[src/rtl/zion_rr_arbiter.sv]
// rtl/zion_rr_arbiter.sv - round-robin packet arbiter that locks a requester until its last beat
// Grant, index and busy are registered; datapath outputs are gated by the registered grant.
module zion_rr_arbiter #(
    parameter int REQ_NUM = 4,
    parameter int DW      = 32,
    parameter int IDX_W   = $clog2(REQ_NUM)
) (
    input  logic                   clk,
    input  logic                   rst_n,
    input  logic [REQ_NUM-1:0]     iVld,
    input  logic [REQ_NUM-1:0]     iLast,
    input  logic [REQ_NUM*DW-1:0]  iDat,
    output logic [REQ_NUM-1:0]     oRdy,
    output logic                   oVld,
    output logic [DW-1:0]          oDat,
    output logic                   oLast,
    input  logic                   iRdy,
    output logic [REQ_NUM-1:0]     oGnt,
    output logic [IDX_W-1:0]       oGntIdx,
    output logic                   oBusy
);

    typedef enum logic {IDLE, LOCK} state_t;

    state_t             state_q, state_d;
    logic [IDX_W-1:0]   ptr_q, ptr_d;
    logic [REQ_NUM-1:0] gnt_q, gnt_d;
    logic [IDX_W-1:0]   idx_q, idx_d;
    logic               busy_q;

    logic               pick_found;
    logic [IDX_W-1:0]   pick_idx;
    logic [IDX_W:0]     scan;
    logic [IDX_W-1:0]   ptr_inc;

    // Scan positions ptr, ptr+1, ... modulo REQ_NUM; the extra bit absorbs the wrap.
    always_comb begin
        pick_found = 1'b0;
        pick_idx   = '0;
        scan       = '0;
        for (int i = 0; i < REQ_NUM; i++) begin
            scan = {1'b0, ptr_q} + (IDX_W+1)'(i);
            if (scan >= (IDX_W+1)'(REQ_NUM)) begin
                scan = scan - (IDX_W+1)'(REQ_NUM);
            end
            if (!pick_found && iVld[scan[IDX_W-1:0]]) begin
                pick_found = 1'b1;
                pick_idx   = scan[IDX_W-1:0];
            end
        end
    end

    assign ptr_inc = (idx_q == IDX_W'(REQ_NUM-1)) ? '0 : idx_q + IDX_W'(1);

    always_comb begin
        state_d = state_q;
        ptr_d   = ptr_q;
        gnt_d   = gnt_q;
        idx_d   = idx_q;
        case (state_q)
            IDLE: begin
                if (pick_found) begin
                    state_d = LOCK;
                    gnt_d   = REQ_NUM'(1) << pick_idx;
                    idx_d   = pick_idx;
                end
            end
            LOCK: begin
                if (oVld && iRdy && oLast) begin
                    state_d = IDLE;
                    gnt_d   = '0;
                    ptr_d   = ptr_inc;
                end
            end
            default: state_d = IDLE;
        endcase
    end

    always_ff @(posedge clk or negedge rst_n) begin
        if (!rst_n) begin
            state_q <= IDLE;
            ptr_q   <= '0;
            gnt_q   <= '0;
            idx_q   <= '0;
            busy_q  <= 1'b0;
        end else begin
            state_q <= state_d;
            ptr_q   <= ptr_d;
            gnt_q   <= gnt_d;
            idx_q   <= idx_d;
            busy_q  <= (state_d == LOCK);
        end
    end

    // gnt_q is zero outside LOCK, so every datapath output collapses to 0 in IDLE and reset.
    always_comb begin
        oDat = '0;
        for (int k = 0; k < REQ_NUM; k++) begin
            oDat = oDat | (iDat[k*DW +: DW] & {DW{gnt_q[k]}});
        end
    end

    assign oVld    = |(iVld & gnt_q);
    assign oLast   = |(iLast & gnt_q);
    assign oRdy    = gnt_q & {REQ_NUM{iRdy}};
    assign oGnt    = gnt_q;
    assign oGntIdx = idx_q;
    assign oBusy   = busy_q;

endmodule

[config.mk]
export PLATFORM = sky130hd
export DESIGN_NAME = zion_rr_arbiter
export DESIGN_NICKNAME = d
export VERILOG_FILES = /design/src/rtl/zion_rr_arbiter.sv
export SDC_FILE = /design/constraint.sdc
export NUM_CORES = 1
export LEC_CHECK = 0
export ABC_AREA = 1
export CAP_MARGIN = 0
export CORE_ASPECT_RATIO = 1.75
export CORE_MARGIN = 1.5
export CORE_UTILIZATION = 25
export DETAILED_ROUTE_END_ITERATION = 6
export GPL_TIMING_DRIVEN = 1
export PLACE_DENSITY = 0.75
export REMOVE_ABC_BUFFERS = 1
export SYNTH_ARGS = -nofsm -noshare
export SYNTH_HDL_FRONTEND = slang
export SYNTH_SLANG_ARGS = --single-unit
[constraint.sdc]
create_clock -name clk -period 1.4 [get_ports clk]
set_input_delay 0.28 -clock clk [delete_from_list [all_inputs] [get_ports clk]]
set_output_delay 0.28 -clock clk [all_outputs]
set_load 0.02 [all_outputs]
# --- Word level (Yosys, flattened, before mapping) ---
# Index checks and enable logic that the tools add are counted.
word_totals:
  reg_bits: 9
  wordCells: 75
  out_inout_bits: 45
op_classes:
  addsub: 8
  bitwise_logic: 11
  n_mux: 27
  n_eq_ne: 3
  n_lt_le_gt_ge: 8
  reduce_logical: 13
  n_shift: 1
op_table:
  columns: ["cell", "count"]
  rows:
  - ["32-bit bitwise AND", 4]
  - ["32-bit OR", 3]
  - ["2-bit 2-to-1 mux", 9]
  - ["4-bit bitwise AND", 3]
  - ["2-bit by 3-bit < comparator with 1-bit output (second input constant)", 4]
  - ["1-bit 2-to-1 mux", 10]
  - ["3-bit greater-or-equal comparator (second input constant)", 3]
  - ["1-bit binary-select mux with 2-bit select", 4]
  - ["4-bit 2-to-1 mux", 2]
  - ["4-bit case mux with 2 select lines", 1]
  - ["4-bit OR reduction", 2]
  - ["2-bit by 1-bit subtractor with 2-bit output (second input constant)", 4]
  - ["2-bit by 2-bit adder with 3-bit output (second input constant)", 2]
  - ["2-bit AND reduction", 3]
  - ["1-bit logical AND", 5]
  - ["1-bit by 2-bit left shift with 4-bit output (first input constant)", 1]
  - ["2-bit by 1-bit adder with 3-bit output (second input constant)", 1]
  - ["2-bit by 3-bit greater-or-equal comparator with 1-bit output (second input constant)", 1]
  - ["1-bit logical NOT", 3]
  - ["2-bit by 1-bit adder with 2-bit output (second input constant)", 1]
  - ["2-bit equality test (second input constant)", 1]
  - ["2-bit by 1-bit inequality test with 1-bit output (second input constant)", 1]
  - ["2-bit inequality test (second input constant)", 1]
  - ["1-bit case mux with 2 select lines", 1]
  - ["1-bit inverter", 1]

# --- Longest topological paths before layout ---
# Gate-level depths: netlist of the first run.
depth:
  ltp_word: 17
  mapped_depth: 12
  mapped_depth_nobuf: 12

# --- Worst setup path after synthesis of the first run ---
# OpenSTA, ideal clock, no wires.
synth_path:
  path_kind: "register -> register"
  from: "register gnt_q[0], in the netlist oGnt[0]"
  to: "register ptr_q[0]"
  path_slack_ns: -0.181
  n_path_buf: 1
  setup_time_ns: 0.096
  synth_period_minus_slack_ns: 1.581
  t_arrival_ns: 1.485
  stages_incl_launch_ff: 8
  cell_sequence: "dfrtp_1 > buf_2 > nand2_1 > nand4_1 > nand3_1 > nor2_1 > inv_1 > o31ai_1"
synth_via:
  word_cells_on_any_way: 7
  cone_classes: "bitwise (2); reduce/logical (5)"
synth_lines:
  columns: ["item", "line_no", "text"]
  rows:
  - ["start: declaration", "27", "logic [REQ_NUM-1:0] gnt_q, gnt_d;"]
  - ["start signal: assignment", "89", "gnt_q <= gnt_d;"]
  - ["4-bit bitwise AND", "104", "assign oLast = |(iLast & gnt_q);"]
  - ["4-bit OR reduction", "104", null]
  - ["via oLast", "16", "output logic oLast,"]
  - ["1-bit logical AND", "69", "if (oVld && iRdy && oLast) begin"]
  - ["2-bit AND reduction (no source line)", null, null]
  - ["end signal: assignment", "88", "ptr_q <= ptr_d;"]
  - ["end: declaration", "26", "logic [IDX_W-1:0] ptr_q, ptr_d;"]
# The timed path passes the listed nets, and every way through them passes these cells.
# A chain may end at the register's enable or synchronous reset.

# --- Worst setup path after layout of the first run ---
layout_path:
  from: "register ptr_q[0]"
  to: "register gnt_q[0], in the netlist oGnt[0]"
layout_via:
  elab_chain_cells: 17
  word_cells_on_any_way: 42
  cone_classes: "add/sub (7); order compare (4); eq/ne (1); shift (1); mux (22); reduce/logical (7)"
layout_rtl:
  columns: ["item"]
  rows:
  - ["branches (longest 17 deep; another with 2-bit by 1-bit adder with 3-bit output)"]
# Several ways; the timed one is not identified. The select of a mux whose other input is x is not followed.

==> results of run 1 <==
stage by stage:
stage	hold slack [ns]	instances	instance area (µm²)	utilization [%]
2_1_floorplan	-0.0156	286	1530	-
3_3_place_gp	0.491	572	3720	59.7
3_5_place_dp	0.521	572	3720	59.7
4_1_cts	0.354	576	3640	58.4
5_1_grt	0.383	577	3850	61.9
6_report	0.349	577	3850	61.9
per-layer routing:
layer  vias to the layer above  part of all wire [%]
met2                       121                    57
met5                         -                     0
met1                      1255                    34
met3                        16                   6.9
met4                         0                   2.3
li1                       1373                     -
power groups by stage:
| stage | clock network [W] | logic (W) | registers, W |
|---|---|---|---|
| after floorplan | 0 | 0.00237 | 0.000767 |
| after global placement | 0 | 0.00513 | 0.000489 |
| after CTS | 0.000305 | 0.00486 | 0.000491 |
| after global routing | 0.000321 | 0.00580 | 0.000537 |
| after detailed placement | 0 | 0.00517 | 0.000491 |
| final | 0.000307 | 0.00539 | 0.000524 |
state kept, by name, indices dropped and copies added (netlist names):
signal and cells:
ptr_q 2, oGnt 4, oGntIdx 2, oBusy 1
path summary, 6_finish.rpt:
path / start / endpoint / slack (ns) / cells past startpoint
setup / recovery: ptr_q[0]$_DFFE_PN0P_ / oGnt[0]$_DFFE_PN0P_ / -0.17 / 11
hold / removal: rst_n / oGntIdx[0]$_DFFE_PN0P_ / 0.35 / 1
setup reg to reg: ptr_q[0]$_DFFE_PN0P_ / oGnt[0]$_DFFE_PN0P_ / -0.17 / 11
hold reg to reg: oGntIdx[1]$_DFFE_PN0P_ / oGntIdx[1]$_DFFE_PN0P_ / 0.52 / 2
max in group asynchronous: rst_n / ptr_q[1]$_DFFE_PN0P_ / 0.74 / 1
min in group clk: oGntIdx[1]$_DFFE_PN0P_ / oGntIdx[1]$_DFFE_PN0P_ / 0.52 / 2
synthesized netlist by cell type:
| cell | number | area (µm²) |
|---|---|---|
| nand2_2 | 7 | 43.8 |
| nand4_1 | 36 | 225 |
| nand3_2 | 1 | 10.0 |
| nand3b_4 | 1 | 20.0 |
| o21ai_0 | 1 | 5.00 |
| clkbuf_1 | 6 | 22.5 |
| nor2_2 | 2 | 12.5 |
| nand2_1 | 182 | 683 |
| o211ai_1 | 1 | 7.51 |
| o21ai_1 | 1 | 5.00 |
| buf_6 | 2 | 22.5 |
| buf_2 | 7 | 35.0 |
| o21ai_2 | 2 | 17.5 |
| buf_1 | 2 | 7.51 |
| inv_1 | 13 | 48.8 |
| inv_2 | 3 | 11.3 |
| nand2_4 | 6 | 67.6 |
| nand3_1 | 13 | 65.1 |
| o21ai_4 | 1 | 16.3 |
| nor2_8 | 1 | 20.0 |
| ha_1 | 1 | 12.5 |
| a21oi_1 | 1 | 5.00 |
| o31ai_1 | 1 | 7.51 |
| dfrtp_1 | 9 | 225 |
| nor2_1 | 1 | 3.75 |
| nand3b_1 | 2 | 15.0 |
cells in the final DEF, fill, tap and decap left out, drive strengths merged:
cell type / count
ha: 1
inv: 16
dlygate4sd2: 4
a21oi: 1
nand3: 14
clkbuf: 6
nor2: 4
o21ai: 5
dfrtp: 9
nand2: 195
buf: 63
clkdlybuf4s15: 1
o211ai: 1
nand4: 36
o31ai: 1
clkdlybuf4s50: 134
dlymetal6s2s: 3
nand3b: 3
kinds of logic after synthesis:
kind of cell             share of synthesized area (%)
adder cells (fa/ha/maj)                          0.774
AO/OA/AOI/OAI                                     3.95
flip-flops                                        13.9
buffers and inverters                             9.14
AND/OR/NAND/NOR                                   72.2
worst register-to-register path, cell delays in order, from the launching register on:
cell      delay (ns)
dfrtp_2         0.45
buf_6           0.16
nand2_2         0.07
nand2_2         0.07
nand2_4         0.11
nand2_8         0.08
nor2_8          0.16
nand3b_4        0.12
nand2_8         0.11
inv_2           0.04
nand3_2         0.06
nand2_1         0.04
layout make-up:
class	count	area, µm²	share of cell area [%]
clock buffers	4	45.0	1.17
inverters	16	62.6	1.62
multi-input cells	261	1400	36.4
flip-flops and latches	9	231	6.01
well taps	80	100	2.60
repair buffers	207	2010	52.2
repair_timing:
item	4_1_cts	5_1_grt
endpoints found under the setup margin	54	48
pin swaps	1	16
gates resized for setup	195	62
gates cloned	0	1
setup buffers	0	0
hold buffers	0	0
==> run metrics, run 1 <==
first-pass GRT wire length=12700 µm; Hold WC Path Type=input pin to async pin; Flop pwr share=8.4%; num rows=38; Gate Count Post-Synth=303; clk slew on worst S/H paths=0.05 ns; CTS tree=done; global routing's busiest layer=met2; crit path DAT=1.70 ns; Clk Latency, worst-skew pair=0.23 ns; LEAKAGE=1.77 nW; crit start category=register; antenna diode count=0; CP Class=register to register; number of global-route vias before repair=~2700; crit path time final=1.57 ns; M1 GR Usage=between 20% and 30%; period utilisation layout=112%; power consumption=0.00622 W; Clock Skew=between 0.0008 and 0.0009 ns; vias=~2800; setup TNS=-3.69 ns; root buffer cell=clkbuf_8; Final Setup Violations=43; CP required=1.52 ns; Detailed Route WL=roughly 8500 µm; Final Hold Viols=0; Seq/Total Area, Yosys=13.9%; #FFs+latches synth=9; Worst path max stage delay=0.45 ns; Vias per Instance=4.79; Switch Pwr=between 0.003 and 0.004 W; RSZ-0062 raised after global routing=true; Detail Placement HPWL=slightly below 7000 µm; pre-CTS setup slack=-0.454 ns; H-tree Lvls=1; wire per inst=14.7 µm; setup ws final=-0.174 ns; Die H=between 100 and 150 µm; fmax=0.635 GHz; router iterations before antenna repair=4; Starting Density=about a quarter; status=finished, violations left; max-cap violations=0; clock power share=4.9%; Avg Cell Area, Syn=5.33 µm²; Iteration-0 DRC Markers=137; DIE AREA=6970 µm²; power share of the combinational group=86.6%; Least-Margin Pin Slew=around 0.42 ns; fin. max-slew vios=0; fillcell total=roughly 600; clock buffer count from CTS=3; DRC=0; die width=around 64 µm; I/O Buffers=183; share of cells above drive strength 1=26.4%; Clock Sinks=9; initial antenna violation count=0; synthesized area=about 1600 µm²; cell class contributing the biggest share of worst-path delay=simple AND/OR/NAND/NOR gates; global-route usage over all layers=23.1%; IO Count=184; cell chain of the critical path=buf_6 > nand2_2 > nand2_2 > nand2_4 > nand2_8 > nor2_8 > nand3b_4 > nand2_8 > inv_2 > nand3_2 > nand2_1; Worst Setup End Kind=register; critical path's slowest cell=dfrtp_2; CP Buf/Inv Count=2; Yosys warnings=0; Final Wtd Congestion=0.873; Congestion Overflow GR=0; Core ar.=6230 µm²; Cell variety after synth=26; switch share=between 50% and 60%; GR Util met2=a little under half; failing checks=setup timing; P per Cell Area=1610 nW/µm²; Worst Path Max Fanout=10; Int Pwr=0.00289 W; Max IR drop VDD=0.000888 V; Longest Clk Path Bufs=2; Final #Nets=638; global routing usage on met3=approximately 5.1%; max_slew headroom=72.1%; Routed Antenna Nets=0; largest net degree at the start of global routing=30; area delta synth->final=139%
No activity file was read; power rests on OpenSTA's default activity.
==> run 2: changes to the inputs <==
- ABC_AREA: 1 -> default
- CORE_UTILIZATION: 25 -> 21
- PLACE_DENSITY: 0.75 -> 0.74
==> run 2 against run 1 <==
Compared with the run above:
- the flow still finishes with violations (setup timing)
- area after synthesis is 24% lower
- sequential power is 1% higher
- power is 11% lower
- final cell count is 24% lower
- cell area is 6.7% lower
- sequential share of layout area is 0.40 points higher
- critical endpoint is now oLast
- non-clock buffer count is 4 higher
- critical path type is now register to output pin
- clock skew hardly changed
- combinational power is 12% lower
- die area is 9.5% lower
==> run metrics, run 2 <==
Fin Hold WS=0.351 ns (was 0.349 ns); crit path time final=1.60 ns (was 1.57 ns); DRC=0 (unchanged); Worst Setup End Kind=output pin (was register); Synth top area share=41.7% (was 42.3%); global-route usage over all layers=21.1% (was 23.1%); Iteration-0 DRC Markers=115 (was 137); Final Hold Viols=0 (unchanged); initial antenna violation count=0 (unchanged); root buffer cell=clkbuf_8 (unchanged); clock buffer count from CTS=3 (unchanged); first-pass GRT wire length=10400 µm (was 12700 µm); Least-Margin Pin Slew=0.404 ns (was 0.417 ns); share of cells above drive strength 1=34.8% (was 26.4%); router iterations before antenna repair=4 (unchanged); Die H=104 µm (was 109 µm); Starting Density=21.9% (was 25.9%); P per Cell Area=1550 nW/µm² (was 1610 nW/µm²); period utilisation layout=114% (was 112%); crit start category=register (unchanged); Final Wtd Congestion=0.868 (was 0.873); Clock Sinks=9 (unchanged); Synth area leaders=a22oi_1 42%, dfrtp_1 18%, nand2_1 11% (was nand2_1 42%, dfrtp_1 14%, nand4_1 14%); leading cell types by count after synthesis=68 x a22oi_1, 36 x nand2_1, 12 x clkbuf_1 (was 182 x nand2_1, 36 x nand4_1, 13 x inv_1, 13 x nand3_1, 9 x dfrtp_1); Vias per Instance=5.07 (was 4.79); DIE AREA=6310 µm² (was 6970 µm²); switch share=48.8% (was 53.6%); biggest area consumer among synthesized cells=a22oi_1 (was nand2_1); Final #Nets=506 (was 638); setup TNS=-6.17 ns (was -3.69 ns); H-tree Lvls=1 (unchanged); Congestion Overflow GR=0 (unchanged); Cell variety after synth=31 (was 26); CP Class=register to output pin (was register to register); fin. max-slew vios=0 (unchanged); clock power share=5.2% (was 4.9%); synthesized area=1220 µm² (was 1620 µm²); top_reg_cell synth=dfrtp_1 (unchanged); power consumption=0.00556 W (was 0.00622 W); #FFs+latches synth=9 (unchanged); CTS Hold Buffers Added=0 (unchanged); antenna diode count=0 (unchanged); wire per inst=18.5 µm (was 14.7 µm); design area=3590 µm² (was 3850 µm²); die width=60.7 µm (was 63.8 µm); vias=2236 (was 2765); FFs w/ async S/R, synth=100% (unchanged); Longest Clk Path Bufs=2 (unchanged); Detailed Route WL=8160 µm (was 8480 µm); DRT met1 WL=2750 µm (was 2900 µm); Hold WC Path Type=input pin to async pin (unchanged); met2 wire len=4550 µm (was 4810 µm); commonest non-fill, non-tap cells in the layout=134 x clkdlybuf4s50_1, 37 x a22oi_2, 35 x nand2_1, 31 x a22oi_1, 27 x buf_2 (was 160 x nand2_1, 134 x clkdlybuf4s50_1, 36 x nand4_1, 24 x nand2_2, 24 x buf_4); number of global-route vias before repair=2126 (was 2660); Worst Path Max Fanout=7 (was 10); Clock Skew=0.00134 ns (was 0.000868 ns); setup ws final=-0.198 ns (was -0.174 ns); largest net degree at the start of global routing=28 (was 30); R2R cell count=6 (was 11); LEAKAGE=1.53 nW (was 1.77 nW); CP required=1.12 ns (was 1.52 ns); fmax=0.626 GHz (was 0.635 GHz); Switch Pwr=0.00271 W (was 0.00334 W); max-cap violations=0 (unchanged); routed wl met3=628 µm (was 588 µm); Gate Count Post-Synth=167 (was 303); clk slew on worst S/H paths=0.04 ns (was 0.05 ns); IO Count=184 (unchanged); Int Pwr=0.00285 W (was 0.00289 W); Routed Antenna Nets=0 (unchanged); max_slew headroom=73.0% (was 72.1%); Detail Placement HPWL=5730 µm (was 6760 µm); RSZ-0062 raised after global routing=true (unchanged); placed cell count=430 (was 572); max FFs per register=4 (unchanged); I/O Buffers=183 (unchanged); Final Setup Violations=44 (was 43); commonest non-fill, non-tap cell in the layout=clkdlybuf4s50_1 (was nand2_1); Post-Place Cell Area=3280 µm² (was 3720 µm²); CTS tree=done (unchanged); Flop pwr share=9.5% (was 8.4%); fillcell total=487 (was 583); num rows=36 (was 38); Avg Cell Area, Syn=7.33 µm² (was 5.33 µm²); EDFF count, synth=0 (unchanged); Non-Filler Instances=441 (was 577); power share of the combinational group=85.3% (was 86.6%); Max IR drop VDD=0.000935 V (was 0.000888 V); status=finished, violations left (unchanged); failing checks=setup timing (unchanged); area delta synth->final=194% (was 139%); Seq/Total Area, Yosys=18.4% (was 13.9%); Yosys warnings=0 (unchanged); count leader, synth=a22oi_1 (was nand2_1); Clk Latency, worst-skew pair=0.23 ns (about the same); crit path DAT=1.32 ns (was 1.70 ns); Core ar.=5590 µm² (was 6230 µm²); top routing layer used=met4 (unchanged)
## run 2: repair_timing
| item | 4_1_cts | 5_1_grt |
|---|---|---|
| gates resized for setup | 189 | 66 |
| pin swaps | 4 | 6 |
| endpoints found under the setup margin | 53 | 49 |
| buffers inserted | 0 | 1 |
| cloned | 0 | 6 |
## run 2: final cells by class
cell class	instances	area, µm²	area share [%]
tap	76	95.1	2.65
clock buffer	4	45.0	1.25
sequential	9	230	6.40
inverter	2	7.51	0.209
multi-input combinational	139	1140	31.8
timing repair buffer	211	2070	57.6
## run 2: power by group through the flow
stage,combinational (W),clock (W),sequential [W]
after global placement,0.00445,0,0.000467
after detailed placement,0.00448,0,0.000467
after CTS,0.00396,0.000301,0.000469
after global routing,0.00504,0.000312,0.000545
final,0.00474,0.000290,0.000530
after floorplan,0.00173,0,0.000773
## run 2: per-layer routing
layer	up-vias	global-route usage (%)
li1	1052	-
met1	1052	22.2
met2	112	39.8
met3	20	3.48
met4	0	6.83
met5	-	0
## run 2: worst max-delay path, cell delays in order, from the launching register on
cell and delay, ns:
dfrtp_2 0.47, buf_12 0.17, a22oi_2 0.18, nand2_2 0.09
buf_2 0.17
## run 2: logic make-up after synthesis
kind of cell             Yosys count  share of synthesized area, %
AO/OA/AOI/OAI                     82                          50.5
AND/OR/NAND/NOR                   54                          21.4
buffers and inverters             19                          6.85
flip-flops                         9                          18.4
multiplexers                       2                          1.84
adder cells (fa/ha/maj)            1                          1.02
## run 2: stage by stage
step	util, %	worst slack, ns
6_report	64.4	-0.198
2_1_floorplan	-	-0.613
3_5_place_dp	58.8	-0.449
4_1_cts	57.7	-0.195
5_1_grt	64.4	-0.301
3_3_place_gp	58.8	-0.449
## run 2: worst paths after layout
| path | start | end | slack (ns) |
|---|---|---|---|
| worst max register to register | oGnt[0]$_DFFE_PN0P_ | ptr_q[1]$_DFFE_PN0P_ | -0.19 |
| worst min-delay path | rst_n | oGntIdx[1]$_DFFE_PN0P_ | 0.35 |
| max in group asynchronous | rst_n | oGnt[0]$_DFFE_PN0P_ | 0.74 |
| worst min register to register | oGntIdx[1]$_DFFE_PN0P_ | oGntIdx[1]$_DFFE_PN0P_ | 0.53 |
| worst max-delay path | oGnt[0]$_DFFE_PN0P_ | oLast | -0.20 |
| min in group clk | oGntIdx[1]$_DFFE_PN0P_ | oGntIdx[1]$_DFFE_PN0P_ | 0.53 |
==> run 3: changes to the inputs <==
- CTS_CLUSTER_DIAMETER: default -> 120
==> results of run 3 <==
Same layout as run 2: the final DEF is identical, and so are final timing and power.
